[src/rtl/adc_resp_pkg.sv]
// Shared constants and FSM state type for the ADC SPI responder.
package adc_resp_pkg;

    localparam int unsigned FRAME_BITS = 16;
    localparam int unsigned CHAN_MSB   = 13;
    localparam int unsigned CHAN_LSB   = 11;
    localparam int unsigned DATA_BITS  = 12;
    localparam int unsigned CNT_W      = 5;
    localparam int unsigned CHAN_W     = CHAN_MSB - CHAN_LSB + 1;

    typedef enum logic [1:0] {
        IDLE  = 2'd0,
        SHIFT = 2'd1,
        DONE  = 2'd2
    } state_t;

endpackage

[src/rtl/spi_pin_sync.sv]
// Multi-flop synchronizer for one asynchronous SPI pin with edge detection.
// The chain and the edge-history flop preset to RST_VAL so reset never
// manufactures an edge on a pin that sits at its idle level.
module spi_pin_sync #(
    parameter int unsigned STAGES  = 2,
    parameter logic        RST_VAL = 1'b0
) (
    input  logic clk,
    input  logic reset,
    input  logic din,
    output logic q,
    output logic rise_c,
    output logic fall_c
);

    logic [STAGES-1:0] chain;
    logic              prev;

    // Synchronizer chain plus one flop of history for edge detection.
    always_ff @(posedge clk) begin
        if (reset) begin
            chain <= {STAGES{RST_VAL}};
            prev  <= RST_VAL;
        end else begin
            chain <= {chain[STAGES-2:0], din};
            prev  <= chain[STAGES-1];
        end
    end

    assign q      = chain[STAGES-1];
    assign rise_c = chain[STAGES-1] & ~prev;
    assign fall_c = ~chain[STAGES-1] & prev;

endmodule

[src/rtl/adc_spi_responder.sv]
// SPI slave emulating a multi-channel 12-bit ADC (SCLK idle high, data driven
// on falling edges, sampled on rising edges). Each 16-bit frame returns the
// sample of the channel selected by the previous frame's command.
// Optional build macro: ADC_RESP_ERRCHK_EN -- reject commands with reserved
// bits set or an out-of-range channel (frame_err pulses, cur_chan holds).
module adc_spi_responder
    import adc_resp_pkg::*;
#(
    parameter int unsigned NCHAN       = 2,
    parameter int unsigned SYNC_STAGES = 2
) (
    input  logic                      clk,
    input  logic                      reset,
    input  logic                      sclk,
    input  logic                      cs_n,
    input  logic                      mosi,
    output logic                      miso,
    input  logic [NCHAN*DATA_BITS-1:0] samples,
    output logic [2:0]                cur_chan,
    output logic                      frame_done,
    output logic                      frame_err
);

    logic sclk_s, sclk_rise, sclk_fall;
    logic cs_s, cs_rise, cs_fall;
    logic mosi_s, mosi_rise_unused, mosi_fall_unused;

    spi_pin_sync #(.STAGES(SYNC_STAGES), .RST_VAL(1'b1)) u_sync_sclk (
        .clk(clk), .reset(reset), .din(sclk),
        .q(sclk_s), .rise_c(sclk_rise), .fall_c(sclk_fall)
    );

    spi_pin_sync #(.STAGES(SYNC_STAGES), .RST_VAL(1'b1)) u_sync_cs (
        .clk(clk), .reset(reset), .din(cs_n),
        .q(cs_s), .rise_c(cs_rise), .fall_c(cs_fall)
    );

    spi_pin_sync #(.STAGES(SYNC_STAGES), .RST_VAL(1'b0)) u_sync_mosi (
        .clk(clk), .reset(reset), .din(mosi),
        .q(mosi_s), .rise_c(mosi_rise_unused), .fall_c(mosi_fall_unused)
    );

    state_t                 state, state_d;
    logic [FRAME_BITS-1:0]  tx_shift, tx_d;
    logic [FRAME_BITS-1:0]  rx_shift, rx_d;
    logic [CNT_W-1:0]       bit_cnt, cnt_d;
    logic                   miso_d, done_d, err_d;
    logic [2:0]             chan_d;
    logic [DATA_BITS-1:0]   sel_sample;
    logic [CHAN_W-1:0]      rx_chan;
    logic                   cmd_bad;

    // Sample of the currently selected channel; unpopulated channels read zero.
    always_comb begin
        sel_sample = '0;
        for (int k = 0; k < int'(NCHAN); k++) begin
            if (cur_chan == 3'(k)) begin
                sel_sample = samples[k*DATA_BITS +: DATA_BITS];
            end
        end
    end

    // State register and all FSM-owned datapath registers.
    always_ff @(posedge clk) begin
        if (reset) begin
            state      <= IDLE;
            tx_shift   <= '0;
            rx_shift   <= '0;
            bit_cnt    <= '0;
            miso       <= 1'b0;
            cur_chan   <= 3'd0;
            frame_done <= 1'b0;
            frame_err  <= 1'b0;
        end else begin
            state      <= state_d;
            tx_shift   <= tx_d;
            rx_shift   <= rx_d;
            bit_cnt    <= cnt_d;
            miso       <= miso_d;
            cur_chan   <= chan_d;
            frame_done <= done_d;
            frame_err  <= err_d;
        end
    end

    // Next-state and next-datapath logic; cs_n rising outranks any sclk edge.
    always_comb begin
        state_d = state;
        tx_d    = tx_shift;
        rx_d    = rx_shift;
        cnt_d   = bit_cnt;
        miso_d  = miso;
        chan_d  = cur_chan;
        done_d  = 1'b0;
        err_d   = 1'b0;
        rx_chan = '0;
        cmd_bad = 1'b0;

        case (state)
            IDLE: begin
                miso_d = 1'b0;
                if (cs_fall) begin
                    state_d = SHIFT;
                    tx_d    = {4'b0000, sel_sample};
                    cnt_d   = '0;
                    miso_d  = 1'b0;
                end
            end

            SHIFT: begin
                if (cs_rise) begin
                    state_d = IDLE;
                    err_d   = 1'b1;
                    miso_d  = 1'b0;
                end else if (sclk_rise) begin
                    rx_d  = {rx_shift[FRAME_BITS-2:0], mosi_s};
                    cnt_d = CNT_W'(bit_cnt + 1'b1);
                    if (bit_cnt == CNT_W'(FRAME_BITS - 1)) begin
                        state_d = DONE;
                        done_d  = 1'b1;
                        miso_d  = 1'b0;
                        rx_chan = rx_d[CHAN_MSB:CHAN_LSB];
`ifdef ADC_RESP_ERRCHK_EN
                        cmd_bad = (rx_d[FRAME_BITS-1:CHAN_MSB+1] != '0) ||
                                  (rx_d[CHAN_LSB-1:0] != '0) ||
                                  (32'(rx_chan) >= 32'(NCHAN));
`else
                        cmd_bad = 1'b0;
`endif
                        if (cmd_bad) begin
                            err_d = 1'b1;
                        end else begin
                            chan_d = 3'(rx_chan);
                        end
                    end
                end else if (sclk_fall && (bit_cnt != '0)) begin
                    // The first falling edge precedes the first sample point,
                    // so the MSB stays on the line until a bit has been taken.
                    tx_d   = {tx_shift[FRAME_BITS-2:0], 1'b0};
                    miso_d = tx_shift[FRAME_BITS-2];
                end
            end

            DONE: begin
                miso_d = 1'b0;
                if (cs_s) begin
                    state_d = IDLE;
                end
            end

            default: begin
                state_d = IDLE;
                miso_d  = 1'b0;
            end
        endcase
    end

endmodule

[config.mk]
export PLATFORM = sky130hd
export DESIGN_NAME = adc_spi_responder
export DESIGN_NICKNAME = d
export VERILOG_FILES = /design/src/rtl/adc_resp_pkg.sv /design/src/rtl/spi_pin_sync.sv /design/src/rtl/adc_spi_responder.sv
export SDC_FILE = /design/constraint.sdc
export NUM_CORES = 1
export LEC_CHECK = 0
export BUFFER_PORTS_ARGS = -buffer_cell sky130_fd_sc_hd__buf_4
export CORE_ASPECT_RATIO = 1.4
export CORE_UTILIZATION = 44
export CTS_BUF_LIST = sky130_fd_sc_hd__clkbuf_8
export DETAILED_ROUTE_END_ITERATION = 10
export SLEW_MARGIN = 30
export SYNTH_ARGS = -nofsm -noshare
export SYNTH_HDL_FRONTEND = slang
export SYNTH_HIERARCHICAL = 1
export SYNTH_SLANG_ARGS = --single-unit
[constraint.sdc]
create_clock -name clk -period 2.4 [get_ports clk]
set_input_delay 0.12 -clock clk [delete_from_list [all_inputs] [get_ports clk]]
set_output_delay 0.12 -clock clk [all_outputs]
set_load 0.1 [all_outputs]
==> impl_summary.txt <==
----------------------------------------------------
[Cells and area]
  Ratio of cells with drive above 1 in the final layout ... 22.42%
  Leading cell type in the layout, fill and taps excluded ... sky130_fd_sc_hd__dfxtp_1
  Net total in the final layout ... roughly 310
  Antenna fix cells ... 0
  Synthesis-to-layout area growth ... 21.33%
  Commonest cells after routing, fill and taps aside ... sky130_fd_sc_hd__dfxtp_1, sky130_fd_sc_hd__buf_4, sky130_fd_sc_hd__nand2_1

[Worst setup path]
  Setup CP Type ... reg2reg
  Arrival @ worst endpoint ... approximately 2200 ps
  Critical-path maximum fanout ... 13
  Crit end category ... flop
  Data required time at the worst endpoint ... 2610 ps
  Type of element launching the critical path ... flop

[Floorplanning]
  Initial core utilization ... 46.85%
  Y dimension of the die ... 85.21 um
  Boundary pin count ... 35
  Placeable core region ... 4644 um^2
  Width of the die ... 61.43 um
  Std cell rows ... 29
  Total Die Area ... 5234 um^2

[CTS]
  Clock tree from TritonCTS ... done
  Buffer levels on the longest clock path ... 2
  Clock input transition at the sequential cells of the worst setup and hold paths ... around 80 ps
  CTS sink cnt ... 49
  Buffer type at the clock tree root ... sky130_fd_sc_hd__clkbuf_8
  Resized Gates After CTS ... 0
  Clock network latency to the later pin of the worst-skew pair ... roughly 300 ps
  Number of CTS-inserted buffers ... 5
  Number of levels in the clock H-tree ... 2

[Detailed routing]
  Drt first-iter violations ... 90
  Post-Route WL ... 4.523 mm
  Routed via count ... 1799
  Count of unresolved DRC violations after routing ... 0
  DR WL/cell ... about 13 um
  DRT antenna net count ... 0
  Drt via density ... 5.245
  First-pass iteration count of the detailed router ... 4

[Timing]
  Fin crit period ... between 2000 and 2500 ps
  Share of the clock period used by the worst path ... 84.40%
  Unrepaired setup endpoints after global routing ... false
  Slew at the pin closest to its max-slew limit ... 757.6 ps
  Max-Slew Margin vs Limit ... 49.49%
  Setup TNS Final ... 0 ps
  Final Hold Violating Endpoints ... 0
  Achievable Freq ... 0.4937 GHz
  Final-report max-slew violation count ... 0
  Total setup violations reported at the end of the flow ... 0
  Maximum clock skew at final layout ... 3.817 ps

[GRT]
  M3 GR Usage ... 3.354%
  Global routing met2 resource utilization ... 33.99%
  Initial antenna violation count ... 0
  Vias in the first global route ... 1742
  Total global-route track usage ... 19.29%
  Layer carrying the most global-route usage ... met2
  Global routing usage on met1 ... approximately 22%
  Grt ovf ... 0
  Wire length of the first global-routing pass ... about 7.7 mm
  Pin count of the biggest net entering global routing ... 50

[Logic synthesis]
  Syn avg cell area ... 8.954 um^2
  Synthesized area ... 2176 um^2
  Net count of the mapped netlist ... 275
  Number of warnings printed during yosys synthesis ... 6
  Synthesized instance count ... about 240

[Place]
  Final HPWL DP ... ~3.2 mm
  Final estimated routing congestion in global placement ... 0.7753
  Number of port buffers ... 34

[Power]
  Cell Int Power ... 1.200 mW
  Static leakage ... 0.9357 nW
  Fraction of power consumed by combinational cells ... around 8.4%
  Worst-case vdd ir drop ... 0.0003641 V
  Switch Pwr ... 326.3 uW
  Cell area power density ... 578.1 nW/um^2
  Power share of the clock group ... 36.6%
  Fraction of power spent switching nets ... 21.38%
  Relative contribution of sequential cells to total power ... approximately 55%
  Power Total ... 1.526 mW

[Min path]
  Worst hold-check path type ... in2reg

[Run]
  Count of maximum capacitance violations ... 0

[Status]
  Outcome ... finished, final reports clean

----------------------------------------------------
-- path summary, 6_finish.rpt --
kind	from	endpoint	slack (ps)	cells after the start
max	bit_cnt[0]$_SDFFE_PP0P_	tx_shift[14]$_SDFFE_PP0P_	370	6
min	mosi	u_sync_mosi/chain[0]$_SDFF_PP0_	30	2
max reg2reg	bit_cnt[0]$_SDFFE_PP0P_	tx_shift[14]$_SDFFE_PP0P_	370	6
min reg2reg	u_sync_sclk/chain[0]$_SDFF_PP1_	u_sync_sclk/chain[1]$_SDFF_PP1_	410	1
-- power groups by stage --
stage,logic [mW],registers [mW],clock network [mW]
after global placement,0.125,0.859,0
final,0.128,0.840,0.558
after CTS,0.130,0.840,0.577
after detailed placement,0.127,0.859,0
after floorplan,0.0724,0.857,0
after global routing,0.142,0.842,0.612
-- per-stage QoR --
step                instances  hold WS (ps)  utilization, %  worst slack, ps  instance area, um^2
floorplan                 243         191.6               -            191.4                 2176
global placement          334         299.8           54.18            447.0                 2516
detailed placement        334         306.8           54.18            369.6                 2516
CTS                       343         24.25           56.84            378.4                 2640
global route              343         23.74           56.84            112.5                 2640
finish                    343         33.25           56.84            374.4                 2640
-- state kept, by name (all words and copies together), names as in the netlist --
register and flops:
bit_cnt 5, cur_chan 3, frame_done 1, frame_err 1
miso 1, rx_shift 13, state 2, tx_shift 15
u_sync_cs/chain 2, u_sync_cs/prev 1, u_sync_mosi/chain 2, u_sync_sclk/chain 2
u_sync_sclk/prev 1
-- routing by layer --
layer / wire (um) / up-vias / share of wire, %
met5: 0 / - / 0
met4: 99 / 0 / 2.2
met3: 108 / 8 / 2.4
met2: 2392 / 21 / 53
met1: 1922 / 840 / 42
li1: - / 930 / -
-- cell type report --
| cell class | instances | area, um^2 |
|---|---|---|
| flip-flops and latches | 49 | 980.9 |
| repair buffers | 47 | 357.8 |
| clock buffers | 5 | 68.82 |
| fillers | 463 | 2004 |
| multi-input cells | 171 | 1094 |
| clock inverters | 2 | 35.03 |
| well taps | 62 | 77.57 |
| inverters | 7 | 26.28 |
-- timing repair --
action                     in CTS  in global routing
hold buffers                    2                  0
hold endpoints to repair        2                  0
buffers inserted                0                  0
setup endpoints to repair       0                  0
-- worst max-delay path: stages, from the launching register on --
cell and delay, ps:
sky130_fd_sc_hd__dfxtp_1 330, sky130_fd_sc_hd__inv_1 90, sky130_fd_sc_hd__ha_1 140, sky130_fd_sc_hd__nor4b_2 270
sky130_fd_sc_hd__o31a_1 690, sky130_fd_sc_hd__nor2_1 160, sky130_fd_sc_hd__o32ai_1 250
Note: power is estimated with default switching activity, not from simulation.
